===== src/rtl/uart_pkg.sv =====
// Shared UART definitions: parity mode codes and parity-checker FSM states.
// Also used by the TX parity stage, so keep encodings stable.
package uart_pkg;

    localparam logic [2:0] PAR_EVEN  = 3'd0;
    localparam logic [2:0] PAR_ODD   = 3'd1;
    localparam logic [2:0] PAR_MARK  = 3'd2;
    localparam logic [2:0] PAR_SPACE = 3'd3;
    localparam logic [2:0] PAR_NONE  = 3'd4;

    typedef enum logic [1:0] {
        ST_IDLE  = 2'd0,
        ST_ARMED = 2'd1,
        ST_DONE  = 2'd2
    } par_state_e;

endpackage


===== src/rtl/uart_parity_gen.sv =====
// Expected parity bit from data and mode; purely combinational, no backpressure.
// Modes 4..7 (none) produce 0; callers decide whether the bit is checked at all.
module uart_parity_gen
    import uart_pkg::*;
#(
    parameter int DATA_WIDTH = 8
) (
    input  logic [DATA_WIDTH-1:0] i_data,
    input  logic [2:0]            i_mode,
    output logic                  o_par
);

    always_comb begin
        o_par = 1'b0;
        case (i_mode)
            PAR_EVEN:  o_par = ^i_data;
            PAR_ODD:   o_par = ~^i_data;
            PAR_MARK:  o_par = 1'b1;
            PAR_SPACE: o_par = 1'b0;
            default:   o_par = 1'b0;
        endcase
    end

endmodule


===== src/rtl/uart_rx_parity_unit.sv =====
// UART RX parity checker: one check per frame, result pulse 1 cycle after the strobe.
// No backpressure; sticky flag and saturating counter are held until err_clr or RST.
module uart_rx_parity_unit
    import uart_pkg::*;
#(
    parameter int DATA_WIDTH = 8,
    parameter int PRESCALE_W = 6,
    parameter int BIT_CNT_W  = 4,
    parameter int ERR_CNT_W  = 8
) (
    input  logic                  CLK,
    input  logic                  RST,
    input  logic                  par_chk_en,
    input  logic [2:0]            PAR_MODE,
    input  logic [PRESCALE_W-1:0] Prescale,
    input  logic [PRESCALE_W-1:0] edge_cnt,
    input  logic [BIT_CNT_W-1:0]  bit_cnt,
    input  logic                  sampled_bit,
    input  logic [DATA_WIDTH-1:0] P_DATA,
    input  logic                  err_clr,
    output logic                  par_valid,
    output logic                  par_err,
    output logic                  par_err_sticky,
    output logic [ERR_CNT_W-1:0]  err_cnt
);

    par_state_e           r_state;
    logic [2:0]           r_mode;
    logic                 r_par_valid;
    logic                 r_par_err;
    logic                 r_sticky;
    logic [ERR_CNT_W-1:0] r_err_cnt;

    logic w_strobe;
    logic w_exp_par;
    logic w_mismatch;
    logic w_err_now;

    // Sample point sits two edges before the end of the parity bit, wrapping in PRESCALE_W bits.
    assign w_strobe = par_chk_en
                    && (bit_cnt == BIT_CNT_W'(DATA_WIDTH + 1))
                    && (edge_cnt == (Prescale - PRESCALE_W'(2)));

    uart_parity_gen #(
        .DATA_WIDTH (DATA_WIDTH)
    ) u_parity_gen (
        .i_data (P_DATA),
        .i_mode (r_mode),
        .o_par  (w_exp_par)
    );

    assign w_mismatch = (r_mode <= PAR_SPACE) && (sampled_bit != w_exp_par);
    assign w_err_now  = (r_state == ST_ARMED) && w_strobe && w_mismatch;

    always_ff @(posedge CLK or posedge RST) begin
        if (RST) begin
            r_state     <= ST_IDLE;
            r_mode      <= PAR_NONE;
            r_par_valid <= 1'b0;
            r_par_err   <= 1'b0;
        end else begin
            r_par_valid <= 1'b0;
            r_par_err   <= 1'b0;
            case (r_state)
                ST_IDLE: begin
                    if (par_chk_en) begin
                        r_state <= ST_ARMED;
                        r_mode  <= PAR_MODE;
                    end
                end
                ST_ARMED: begin
                    if (!par_chk_en) begin
                        r_state <= ST_IDLE;
                    end else if (w_strobe) begin
                        r_state     <= ST_DONE;
                        r_par_valid <= 1'b1;
                        r_par_err   <= w_mismatch;
                    end
                end
                ST_DONE: begin
                    if (!par_chk_en) begin
                        r_state <= ST_IDLE;
                    end
                end
                default: r_state <= ST_IDLE;
            endcase
        end
    end

    // A fresh error takes priority over a simultaneous clear.
    always_ff @(posedge CLK or posedge RST) begin
        if (RST) begin
            r_sticky  <= 1'b0;
            r_err_cnt <= '0;
        end else if (w_err_now) begin
            r_sticky <= 1'b1;
            if (err_clr) begin
                r_err_cnt <= ERR_CNT_W'(1);
            end else if (!(&r_err_cnt)) begin
                r_err_cnt <= r_err_cnt + ERR_CNT_W'(1);
            end
        end else if (err_clr) begin
            r_sticky  <= 1'b0;
            r_err_cnt <= '0;
        end
    end

    assign par_valid      = r_par_valid;
    assign par_err        = r_par_err;
    assign par_err_sticky = r_sticky;
    assign err_cnt        = r_err_cnt;

endmodule


===== config.mk =====
export PLATFORM = sky130hd
export DESIGN_NAME = uart_rx_parity_unit
export DESIGN_NICKNAME = d
export VERILOG_FILES = /design/src/rtl/uart_pkg.sv /design/src/rtl/uart_parity_gen.sv /design/src/rtl/uart_rx_parity_unit.sv
export SDC_FILE = /design/constraint.sdc
export NUM_CORES = 1
export LEC_CHECK = 0
export ABC_AREA = 1
export BUFFER_PORTS_ARGS = -buffer_cell sky130_fd_sc_hd__buf_2
export CAP_MARGIN = 20
export CORE_UTILIZATION = 53
export CTS_CLUSTER_DIAMETER = 100
export DETAILED_ROUTE_END_ITERATION = 6
export GPL_TIMING_DRIVEN = 0
export PLACE_DENSITY_LB_ADDON = 0.15
export SLEW_MARGIN = 5
export SYNTH_ARGS = -nofsm -noshare
export SYNTH_HDL_FRONTEND = slang
export SYNTH_SLANG_ARGS = --single-unit

===== constraint.sdc =====
create_clock -name CLK -period 2.2 [get_ports CLK]
set_input_delay 0.11 -clock CLK [delete_from_list [all_inputs] [get_ports CLK]]
set_output_delay 0.11 -clock CLK [all_outputs]
set_load 0.005 [all_outputs]

==> reports/qor.yml <==
outcome:
  outcome: "complete, no violations"
timing:
  relSlewSlack_pct: 60.0
  worst_slack_ns: 0.679
  finalCriticalPeriod_ns: 1.52
  setup_violations: 0
  fin_skew_ns: 0.00590
  fin_hold_ws_ns: 0.0596
  drv_slew: 0
  fmax_ghz: 0.658
  fin_setup_tns_ns: 0
  tightest_slew_ns: 0.599
  rsz0062_at_grt: "false"
  post-route-period-util_pct: 69.1
  finalHoldViolCount: 0
die:
  rows: 17
  die_x_um: 50.7
  initial_core_util_pct: 56.3
  die_h_um: 50.7
  die_area_um2: 2570
  io_pins: 43
  core_area_um2: 2230
critical_path:
  crit_fanout: 8
  critPathArrivalTime_ns: 1.71
  criticalPathCategory: "reg -> reg"
  cp-start-kind: "flip-flop"
  reg2reg_depth: 10
  worstSetupEndpointType: "flip-flop"
  critPathRequiredTime_ns: 2.39
global_routing:
  track_usage_pct: 21.5
  grt_pass1_vias: 1132
  grt.overflow.total: 0
  grt_pass1_wl_mm: 4.21
  antenna_found_initial: 0
  grt_max_degree: 17
finish:
  area_growth_pct: 22.4
  design_area_um2: 1540
  finalNetCount: 270
  utilization_pct: 68.9
  seqCellArea_um2: 402
  num-fill-cells: 190
  multi_input_area_um2: 721
  stdcell_count: 263
  drive_above_1_share_pct: 27.7
  antenna_cells: 0
synth:
  yosys-top-cells-area: "dfrtp_1, nand2_1, inv_1"
  synth.avg_cell_area_um2: 6.69
  synth-edff-count: 0
  synth_top_flop_cell: "dfrtp_1"
  synth_warnings: 0
  yosys.area.top_type: "dfrtp_1"
  seq_area_frac_synth_pct: 31.9
  synth_most_common_cell: "nand2_1"
  synthCells: 188
  synth_fp_nets: 222
  synth-async-reset-ratio_pct: 100
  ys_types: 25
  synthTopCellsByCount: "nand2_1, inv_1, nand3_1, dfrtp_1, nor2_1"
  ys_ff_latch: 16
  netlist_area_um2: 1260
  yosysTopAreaCellShare_pct: 29.9
placement:
  hpwl_mm: 1.99
  port_buffers: 42
  dpl_worst_slack_ns: 0.474
  place_area_um2: 1500
  placed_cells_incl_taps: 258
  gp_congestion: 0.859
clocking:
  root_buffer: "clkbuf_4"
  cts_made_buffers: 3
  clk_pin_slew_ns: 0.09
  clk_latency_ns: 0.28
  cts_num_sinks: 16
  cts_tree: "built"
  h-tree-depth: 1
  cts_max_path_buffers: 2
  cts_resized: 0
pwr:
  clock_power_share_pct: 24.3
  power.share.sequential_pct: 49.4
  irDropWorstVdd_mv: 0.353
  swShare_pct: 31.3
  total_power_mw: 0.656
  p_leak_nw: 1.02
  powerDensity_nw_per_um2: 426
  comb_power_share_pct: 26.3
  internal_power_mw: 0.450
  power_switching_mw: 0.206
route:
  routedWlPerCell_um: 9.15
  drc: 0
  dr.pass1.iters: 4
  wl_mm: 2.41
  drtIter0Drc: 18
  ant_nets: 0
  drt-vias-per-instance: 4.68
  vias: 1232
worst_hold_path:
  hold_path.class: "in -> reg"
  min_path_cells: 2
run:
  maxCapViolations: 0
area by class of cell:
type,count,share of cell area (%)
timing repair buffer,43,14.3
clock buffer,4,1.71
inverter,36,8.78
tap,28,2.28
sequential,16,26.1
multi-input combinational,136,46.8
logic make-up after synthesis:
| group | count (synthesis) | synth area share [%] |
|---|---|---|
| buf+inv | 36 | 10.7 |
| flops | 16 | 31.9 |
| fa+ha+maj | 2 | 1.99 |
| simple gates | 122 | 47.3 |
| xor+xnor | 7 | 4.88 |
| mux | 2 | 1.79 |
| compound gates | 3 | 1.39 |
state kept, by name, summed over array words and instances, names as in the netlist:
name,cells
err_cnt,8
par_err,1
par_err_sticky,1
par_valid,1
r_mode,3
r_state,2
what timing repair did:
| item | 4_1_cts | 5_1_grt |
|---|---|---|
| hold endpoints to repair | 15 | 0 |
| buffers inserted | 0 | 0 |
| hold buffers | 1 | 0 |
power groups by stage:
stage,Combinational (mW),Clock (mW),Sequential [mW]
6_report,0.172,0.159,0.324
5_1_grt,0.196,0.176,0.325
4_1_cts,0.173,0.167,0.324
3_5_place_dp,0.172,0,0.330
3_3_place_gp,0.162,0,0.330
2_1_floorplan,0.117,0,0.328
path summary, 6_finish.rpt:
| kind | startpoint | end | slack, ns |
|---|---|---|---|
| min | PAR_MODE[2] | r_mode[2] | 0.06 |
| max in group asynchronous | RST | r_mode[1] | 1.38 |
| max reg2reg | err_cnt[1] | err_cnt[3] | 0.68 |
| min in group asynchronous | RST | par_valid | 0.43 |
| max | err_cnt[1] | err_cnt[3] | 0.68 |
| min reg2reg | par_err_sticky | par_err_sticky | 0.49 |
metal layers:
metal	share of wire (%)	global-route usage, %	up-vias
met4	0.71	7.41	0
li1	-	-	666
met5	0	0	-
met3	4.4	4.55	2
met2	50	38.0	31
met1	45	25.6	533
layout by cell type, fill, tap and decap left out, types with 3 or more instances in the layout:
master / Yosys / routed
dfrtp_1: 15 / 15
nand3_1: 17 / 17
inv_2: 5 / 5
nand2_1: 73 / 73
nand4_1: 4 / 4
nor2_1: 13 / 13
buf_2: 0 / 42
clkbuf_4: 0 / 3
nand2_2: 3 / 3
xor2_1: 6 / 6
inv_1: 31 / 31
critical path, cell delays in order (launching register included):
cell and delay, ns:
dfrtp_1 0.40, ha_1 0.20, nand3_1 0.11, inv_1 0.09, nand4_1 0.07, nor2_1 0.17
inv_2 0.11, nand3_4 0.14, nand2_1 0.06, inv_1 0.05, nor2_1 0.04
No activity file was read; power rests on OpenSTA's default activity.
